## src/rtl/hdmi_timing_if.sv

```systemverilog
// Video timing bundle from the raster generator to the pattern/ROM stage.
// loc_x/loc_y/frame_start are undelayed; hsync/vsync/de are pre-delayed to
// line up with the colour produced by that stage.
interface hdmi_timing_if;
  logic [11:0] loc_x;
  logic [11:0] loc_y;
  logic        hsync;
  logic        vsync;
  logic        de;
  logic        frame_start;

  modport master (
    output loc_x,
    output loc_y,
    output hsync,
    output vsync,
    output de,
    output frame_start
  );

  modport slave (
    input loc_x,
    input loc_y,
    input hsync,
    input vsync,
    input de,
    input frame_start
  );
endinterface

```

## src/rtl/hdmi_timing_gen.sv

```systemverilog
// Raster timing generator (default 1280x720@60). Free-running h/v counters
// are decoded and registered once; coordinates and frame_start leave after
// that register, while the sync/de decodes pass a further PIPE_DLY stages
// so they arrive together with the downstream colour data.
// Handshake: none -- every output is a registered level that is valid on
// every clock; the consumer samples it on clk_in with no back-pressure.
module hdmi_timing_gen #(
  parameter int H_ACTIVE = 1280,
  parameter int H_FP     = 110,
  parameter int H_SYNC   = 40,
  parameter int H_BP     = 220,
  parameter int V_ACTIVE = 720,
  parameter int V_FP     = 5,
  parameter int V_SYNC   = 5,
  parameter int V_BP     = 20,
  parameter bit HS_POL   = 1'b1,
  parameter bit VS_POL   = 1'b1,
  parameter int PIPE_DLY = 2     // legal range 0..8
) (
  input  logic          clk_in,
  input  logic          reset,
  hdmi_timing_if.master vid
);

  localparam int H_TOTAL     = H_SYNC + H_BP + H_ACTIVE + H_FP;
  localparam int V_TOTAL     = V_SYNC + V_BP + V_ACTIVE + V_FP;
  localparam int H_ACT_START = H_SYNC + H_BP;
  localparam int H_ACT_END   = H_ACT_START + H_ACTIVE;
  localparam int V_ACT_START = V_SYNC + V_BP;
  localparam int V_ACT_END   = V_ACT_START + V_ACTIVE;

  logic [11:0] h_cnt_q, h_cnt_d;
  logic [11:0] v_cnt_q, v_cnt_d;
  logic        h_wrap;

  logic        hs_raw, vs_raw, h_act, v_act, de_raw, fs_raw;
  logic [11:0] loc_x_d, loc_y_d;

  logic [11:0] loc_x_q, loc_y_q;
  logic        hs_q, vs_q, de_q, fs_q;

  logic        hs_dly, vs_dly, de_dly;

  // Counter next-state: h every clock, v only on the h wrap.
  always_comb begin
    h_wrap  = (h_cnt_q == 12'(H_TOTAL - 1));
    h_cnt_d = h_wrap ? 12'd0 : h_cnt_q + 12'd1;
    v_cnt_d = v_cnt_q;
    if (h_wrap) begin
      v_cnt_d = (v_cnt_q == 12'(V_TOTAL - 1)) ? 12'd0 : v_cnt_q + 12'd1;
    end
  end

  // Counter registers; reset restarts the raster at (0,0).
  always_ff @(posedge clk_in) begin
    if (reset) begin
      h_cnt_q <= 12'd0;
      v_cnt_q <= 12'd0;
    end else begin
      h_cnt_q <= h_cnt_d;
      v_cnt_q <= v_cnt_d;
    end
  end

  // Position decode: sync first, then back porch, active, front porch.
  always_comb begin
    hs_raw  = (h_cnt_q < 12'(H_SYNC));
    vs_raw  = (v_cnt_q < 12'(V_SYNC));
    h_act   = (h_cnt_q >= 12'(H_ACT_START)) && (h_cnt_q < 12'(H_ACT_END));
    v_act   = (v_cnt_q >= 12'(V_ACT_START)) && (v_cnt_q < 12'(V_ACT_END));
    de_raw  = h_act && v_act;
    fs_raw  = (h_cnt_q == 12'd0) && (v_cnt_q == 12'd0);
    loc_x_d = h_act ? (h_cnt_q - 12'(H_ACT_START)) : 12'hFFF;
    loc_y_d = v_act ? (v_cnt_q - 12'(V_ACT_START)) : 12'hFFF;
  end

  // First output register stage: coordinates, frame pulse, raw sync/de.
  always_ff @(posedge clk_in) begin
    if (reset) begin
      loc_x_q <= 12'hFFF;
      loc_y_q <= 12'hFFF;
      hs_q    <= 1'b0;
      vs_q    <= 1'b0;
      de_q    <= 1'b0;
      fs_q    <= 1'b0;
    end else begin
      loc_x_q <= loc_x_d;
      loc_y_q <= loc_y_d;
      hs_q    <= hs_raw;
      vs_q    <= vs_raw;
      de_q    <= de_raw;
      fs_q    <= fs_raw;
    end
  end

  // Extra delay on sync/de to cover the downstream address+ROM latency.
  generate
    if (PIPE_DLY == 0) begin : g_nodly
      assign hs_dly = hs_q;
      assign vs_dly = vs_q;
      assign de_dly = de_q;
    end else begin : g_dly
      logic [2:0] pipe_q [PIPE_DLY];

      // Shift {hs,vs,de} through PIPE_DLY stages; cleared on reset.
      always_ff @(posedge clk_in) begin
        if (reset) begin
          for (int i = 0; i < PIPE_DLY; i++) pipe_q[i] <= 3'b000;
        end else begin
          pipe_q[0] <= {hs_q, vs_q, de_q};
          for (int i = 1; i < PIPE_DLY; i++) pipe_q[i] <= pipe_q[i-1];
        end
      end

      assign {hs_dly, vs_dly, de_dly} = pipe_q[PIPE_DLY-1];
    end
  endgenerate

  // Internal syncs are active-high; polarity is applied only at the pins.
  assign vid.hsync       = HS_POL ? hs_dly : ~hs_dly;
  assign vid.vsync       = VS_POL ? vs_dly : ~vs_dly;
  assign vid.de          = de_dly;
  assign vid.loc_x       = loc_x_q;
  assign vid.loc_y       = loc_y_q;
  assign vid.frame_start = fs_q;

endmodule

```

## src/flat_wrapper.sv

```systemverilog
// flat-port wrapper written by rule: the top's interface ports become plain ports
module hdmi_timing_gen_flat 
#(
  parameter int H_ACTIVE = 1280,
  parameter int H_FP     = 110,
  parameter int H_SYNC   = 40,
  parameter int H_BP     = 220,
  parameter int V_ACTIVE = 720,
  parameter int V_FP     = 5,
  parameter int V_SYNC   = 5,
  parameter int V_BP     = 20,
  parameter bit HS_POL   = 1'b1,
  parameter bit VS_POL   = 1'b1,
  parameter int PIPE_DLY = 2                        
)
  (clk_in, reset, vid_loc_x, vid_loc_y, vid_hsync, vid_vsync, vid_de, vid_frame_start);
  hdmi_timing_if vid_i ();
  input  logic clk_in;
  input  logic reset;
  output wire logic [$bits(vid_i.loc_x)-1:0] vid_loc_x;
  output wire logic [$bits(vid_i.loc_y)-1:0] vid_loc_y;
  output wire logic [$bits(vid_i.hsync)-1:0] vid_hsync;
  output wire logic [$bits(vid_i.vsync)-1:0] vid_vsync;
  output wire logic [$bits(vid_i.de)-1:0] vid_de;
  output wire logic [$bits(vid_i.frame_start)-1:0] vid_frame_start;
  assign vid_loc_x = vid_i.loc_x;
  assign vid_loc_y = vid_i.loc_y;
  assign vid_hsync = vid_i.hsync;
  assign vid_vsync = vid_i.vsync;
  assign vid_de = vid_i.de;
  assign vid_frame_start = vid_i.frame_start;
  hdmi_timing_gen #(.H_ACTIVE(H_ACTIVE), .H_FP(H_FP), .H_SYNC(H_SYNC), .H_BP(H_BP), .V_ACTIVE(V_ACTIVE), .V_FP(V_FP), .V_SYNC(V_SYNC), .V_BP(V_BP), .HS_POL(HS_POL), .VS_POL(VS_POL), .PIPE_DLY(PIPE_DLY)) u_core (.clk_in(clk_in), .reset(reset), .vid(vid_i));
endmodule
```

## config.mk

```make
export PLATFORM = sky130hd
export DESIGN_NAME = hdmi_timing_gen_flat
export DESIGN_NICKNAME = d
export VERILOG_FILES = /design/src/rtl/hdmi_timing_if.sv /design/src/rtl/hdmi_timing_gen.sv /design/src/flat_wrapper.sv
export SDC_FILE = /design/constraint.sdc
export NUM_CORES = 1
export LEC_CHECK = 0
export ABC_CLOCK_PERIOD_IN_PS = 2110
export BUFFER_PORTS_ARGS = -buffer_cell sky130_fd_sc_hd__buf_2
export CORE_MARGIN = 1
export CORE_UTILIZATION = 35
export CTS_BUF_LIST = sky130_fd_sc_hd__clkbuf_16
export CTS_CLUSTER_DIAMETER = 80
export CTS_CLUSTER_SIZE = 24
export DETAILED_ROUTE_END_ITERATION = 10
export HOLD_SLACK_MARGIN = 0.15
export SYNTH_ARGS = -nofsm -noshare
export SYNTH_HDL_FRONTEND = slang
export SYNTH_SLANG_ARGS = --single-unit
```

## constraint.sdc

```tcl
create_clock -name clk_in -period 2.11 [get_ports clk_in]
set_input_delay 0.422 -clock clk_in [delete_from_list [all_inputs] [get_ports clk_in]]
set_output_delay 0.422 -clock clk_in [all_outputs]
set_load 0.02 [all_outputs]
```

Word-level counts from Yosys, hierarchy flattened --
Memories as Yosys holds them, arrays and structs flattened. Index checks and enable logic that the tools add are counted.
Storage, ports and cells: register bits after elaboration 52, RAM bits 6, input bits 2, word-level logic and storage cells 40, memories kept 1
Memory list:
- u_core.g_dly.pipe_q | depth 2, width 3, read ports 2, clocked after memory_dff 0, wr ports 2, RTL line hdmi_timing_gen.sv:103 | logic [2:0] pipe_q [PIPE_DLY];
Operators by class: $add $sub $neg 4, $lt $le $gt $ge 6, eq/ne operators 2, multiplexer cells 6, bitwise logic cells 4, reductions and logical operators 9
Operators by type and width (number):
- $add A12 B1 Y12 const B | 2
- $logic_not A12 Y1 | 2
- $eq A12 B10 Y1 const B | 1
- $eq A12 B11 Y1 const B | 1
- $ge A12 B5 Y1 const B | 1
- $ge A12 B9 Y1 const B | 1
- $lt A12 B10 Y1 const B | 1
- $lt A12 B11 Y1 const B | 1
- $lt A12 B3 Y1 const B | 1
- $lt A12 B6 Y1 const B | 1
- $mux W12 | 1
- $sub A12 B5 Y12 const B | 1
- $sub A12 B9 Y12 const B | 1
- $mux W3 | 2
- $reduce_or A2 Y1 | 3
- $logic_and A1 B1 Y1 | 4
- $mux W1 | 3
- $not A1 Y1 | 2
- $or A1 B1 Y1 | 2

Depth between registers and ports, before layout --
word-level depth 4, gate-level depth with buffers 7

Worst setup path before layout --
OpenSTA, ideal clock, no wires.
path type register -> register, start register u_core.h_cnt_q[0], end register u_core.v_cnt_q[10], arrival time 2093 ps, slack -52 ps, stages on the path, launching flop included 7, clock period less this slack 2162 ps, cells stage by stage dfxtp_1 ha_1 or4b_4 or3_1 clkbuf_2 or4_1 o21ai_1
On the way: longest elaborated chain between the ends 1
RTL lines:
- start: declaration | RTL line hdmi_timing_gen.sv:32 | logic [11:0] h_cnt_q, h_cnt_d;
- start signal: assignment | RTL line hdmi_timing_gen.sv:60 | h_cnt_q <= h_cnt_d;
- $eq A12 B11 Y1 | RTL line hdmi_timing_gen.sv:46 | h_wrap = (h_cnt_q == 12'(H_TOTAL - 1));
- end signal: assignment | RTL line hdmi_timing_gen.sv:61 | v_cnt_q <= v_cnt_d;
- end: declaration | RTL line hdmi_timing_gen.sv:33 | logic [11:0] v_cnt_q, v_cnt_d;
No other way between the ends. A chain may end at the register's enable or synchronous reset.

Worst setup path in the final report --
start register u_core.h_cnt_q[1], end register u_core.v_cnt_q[8]
The elaborated chain is that of the path after synthesis.

==> key figures <==
Floorplanning
  – Die Width: 88.1 um
  – Row cnt: 31
  – IO Count: 30
  – DIE AREA: just under 8000 um^2
  – Starting Density: 0.359
  – Die height: ~90 um
  – Core Footprint: 7210 um^2

Worst setup path
  – Worst path slowest cell: or4_1
  – CP max FO: 8
  – Critical path startpoint category: flop
  – Worst Setup SP: u_core.h_cnt_q[1]
  – Critical Path Max Stage Delay: around 0.48 ns
  – Required time of the critical path: between 2 and 2.5 ns
  – FF-to-FF path depth: 6
  – CP Cell Sequence: inv_2, ha_4, or4b_4, or3_4, or4_1, a21oi_1
  – CP Class: flop to flop
  – Reg-to-Reg End: u_core.v_cnt_q[8]
  – CP Capture Type: flop
  – Data arrival, critical path: between 2 and 2.5 ns
  – Reg-to-reg slack, setup: approximately 0.022 ns
  – Worst r2r src: u_core.h_cnt_q[1]

Finish
  – Final Instance Area: 3380 um^2
  – Diode count: 0
  – Non-filler cells, final: 451
  – Layout Utilization: 0.469
  – Filler cells: about 690
  – Area Overhead vs Synth: 30.6%
  – FF+latch area: 1160 um^2
  – Share of cells above drive strength 1: 0.310
  – Nets: ~360
  – Multi-input logic area: 1310 um^2

Clocking
  – CTS tree: built
  – Quantity of hold-fixing buffers added after cts: 0
  – H-tree lvl count: 3
  – Clock buffer depth: 2
  – Clock-pin slew on the worst setup and hold paths: approximately 0.050 ns
  – Clock buffer count from CTS: 9
  – Root Driver: clkbuf_16
  – Skew-Pair Late Insertion Delay: 0.32 ns
  – Clock sinks: 58

Timing
  – RSZ-0062 raised after global routing: yes
  – Final Cycle Share: 0.990
  – Max Clock Skew: between 0.005 and 0.006 ns
  – Hold Slack: between 0.4 and 0.5 ns
  – Fin. Hold Viols: 0
  – Slew Viols, Final: 0
  – Peak Freq: approximately 0.48 GHz
  – Slew headroom: 0.615
  – Minimum clock period: roughly 2.1 ns
  – Setup violators final: 0
  – Slew @ Worst Pin: between 0.5 and 0.6 ns

Detailed routing
  – Drc violations: 0
  – Routed Wire Length: 5740 um
  – Routed vias: between 2000 and 2500
  – Initial drt markers: slightly below 80
  – First drt pass iteration count: 4
  – Vias per cell: 4.75
  – WL/cell: 12.7 um
  – Antenna Nets Post-Route: 0

Power and ir drop
  – Combinational power share: 0.042
  – Leak pwr: 1.35 nW
  – Reg power frac: 0.450
  – Pwr Density: 732 nW/um^2
  – Psw: approximately 540 uW
  – Power share of the clock group: 0.508
  – Sw Share: 0.219
  – Peak VDD IR: about 0.40 mV
  – P_int: about 1.9 mW

Logic synthesis
  – Most frequent cell after synthesis: dfxtp_1
  – Yosys Warn Count: 0
  – Async SR Flop Fraction: 0
  – Post-synthesis sequential area ratio: 0.448
  – Post-synth top area share: 0.448
  – Synth area leaders: dfxtp_1 45%, xnor2_1 5.1%, nand2_1 4.6%, ha_1 4.3%, nor2_1 2.8%
  – Top FF cell, synth: dfxtp_1
  – Number of synthesized flops with an enable pin: 0
  – Post-synth top area cell: dfxtp_1
  – Syn avg cell area: 9.29 um^2
  – Cells after Synth: roughly 280
  – Mapped Area: about 2600 um^2
  – Number of distinct library cells after synthesis: between 50 and 60
  – Seq cells post-synth: between 50 and 60
  – Synthesized Nets: 290
  – Commonest cells in the synthesized netlist: 58 x dfxtp_1, 32 x nand2_1, 19 x nor2_1

Min path
  – Worst hold path endpoint: u_core.g_dly.pipe_q[0][0]
  – Hold Path Depth: 1
  – Hold Startpoint: u_core.de_q
  – Path type of the worst min-delay path: flop to flop

Global route
  – Congestion Overflow GR: 0
  – Total global-route track usage: 0.161
  – Vias in the first global route: 2006
  – Pin count of the biggest net entering global routing: 14
  – First-pass GRT wire length: ~9500 um
  – Antenna violations before repair: 0

Place
  – Port-buffer cells: 29
  – GPL Wtd Cong: approximately 0.86
  – DP HPWL: around 4300 um
  – Placed inst area: just over 3000 um^2
  – DP Cell Count: approximately 430

Run status
  – Status: finished clean

Flow run
  – Max cap viols: 0
cells in the final DEF, fill, tap and decap left out, drive strengths merged, types with 2 or more instances in the layout:
| cell | instances |
|---|---|
| nor2b | 7 |
| xor2 | 8 |
| o31ai | 7 |
| a31oi | 2 |
| nand2 | 32 |
| or3 | 3 |
| o21ai | 5 |
| o311ai | 2 |
| nand4 | 5 |
| clkinv | 4 |
| nand3 | 12 |
| buf | 75 |
| dfxtp | 58 |
| or4 | 5 |
| a21oi | 8 |
| nor3 | 9 |
| and3 | 6 |
| xnor2 | 15 |
| or4bb | 2 |
| or4b | 2 |
| clkbuf | 9 |
| a311oi | 2 |
| ha | 9 |
| nor2 | 19 |
| clkinvlp | 2 |
| a21boi | 2 |
| o21a | 2 |
| inv | 11 |
| a211oi | 2 |
| mux2i | 4 |
| nor4 | 4 |
| nand2b | 5 |
| or3b | 2 |
cells by family after synthesis:
group           after synthesis  synth area share
simple gates                118             0.249
flops                        58             0.448
compound gates               39             0.103
buf+inv                      28            0.0642
xor+xnor                     23            0.0777
fa+ha+maj                     9            0.0434
mux                           4            0.0154
per-layer routing:
metal	part of all wire	routed length [um]	global-route usage
met1	0.50	2900	0.212
met2	0.44	2530	0.245
met3	0.027	155	0.0320
met4	0.028	163	0.0982
met5	0	0	0
layout make-up:
type,instances,share of cell area
clock buffer,9,0.0665
clock inverter,7,0.0111
inverter,10,0.0111
multi-input combinational,193,0.386
sequential,58,0.344
tap,99,0.0366
timing repair buffer,75,0.145
metrics by stage:
step	total power [mW]	setup TNS (ns)	setup slack (ns)
6_report	2.48	0	0.0217
5_1_grt	2.56	-0.0218	-0.0180
4_1_cts	2.50	0	0.00411
3_5_place_dp	1.23	-0.323	-0.113
3_3_place_gp	1.23	-0.254	-0.0817
2_1_floorplan	1.19	-0.0293	-0.0169
critical path, delay by kind of cell (launching register included):
kind / cells / cell delay [ns]
AOI/OAI and AO/OA: 1 / 0.12
adders and majority gates: 1 / 0.12
buffers and inverters: 1 / 0.07
DFF: 1 / 0.32
and+or+nand+nor: 3 / 1.39
state kept, by name, summed over array words and instances, names as in the netlist:
register,cells
u_core.h_cnt_q,12
u_core.v_cnt_q,12
u_core.vid.loc_x,12
u_core.vs_q,1
u_core.hs_q,1
u_core.g_dly.pipe_q,6
u_core.vid.frame_start,1
u_core.vid.loc_y,12
u_core.de_q,1
how the worst max path moves through the flow:
stage,to,slack (ns),cells past startpoint
6_report,u_core.v_cnt_q[8],0.02,6
5_1_grt,u_core.v_cnt_q[8],-0.02,6
4_1_cts,u_core.v_cnt_q[9],0.004,7
3_5_place_dp,u_core.v_cnt_q[6],-0.11,6
3_3_place_gp,u_core.v_cnt_q[6],-0.08,6
2_1_floorplan,u_core.v_cnt_q[10],-0.02,7
power groups by stage:
stage	clock [mW]	sequential, mW	combinational, mW
floorplan	0	1.14	0.0483
global placement	0	1.14	0.0979
detailed placement	0	1.14	0.0976
CTS	1.28	1.11	0.0987
global route	1.33	1.12	0.115
finish	1.26	1.12	0.104
timing repair:
action	CTS	global route
endpoints found under the hold margin	0	0
setup endpoints to repair	11	7
setup buffers	0	3
pin swaps	1	6
gates resized for setup	2	7
Power figures use the tool's default switching activity.
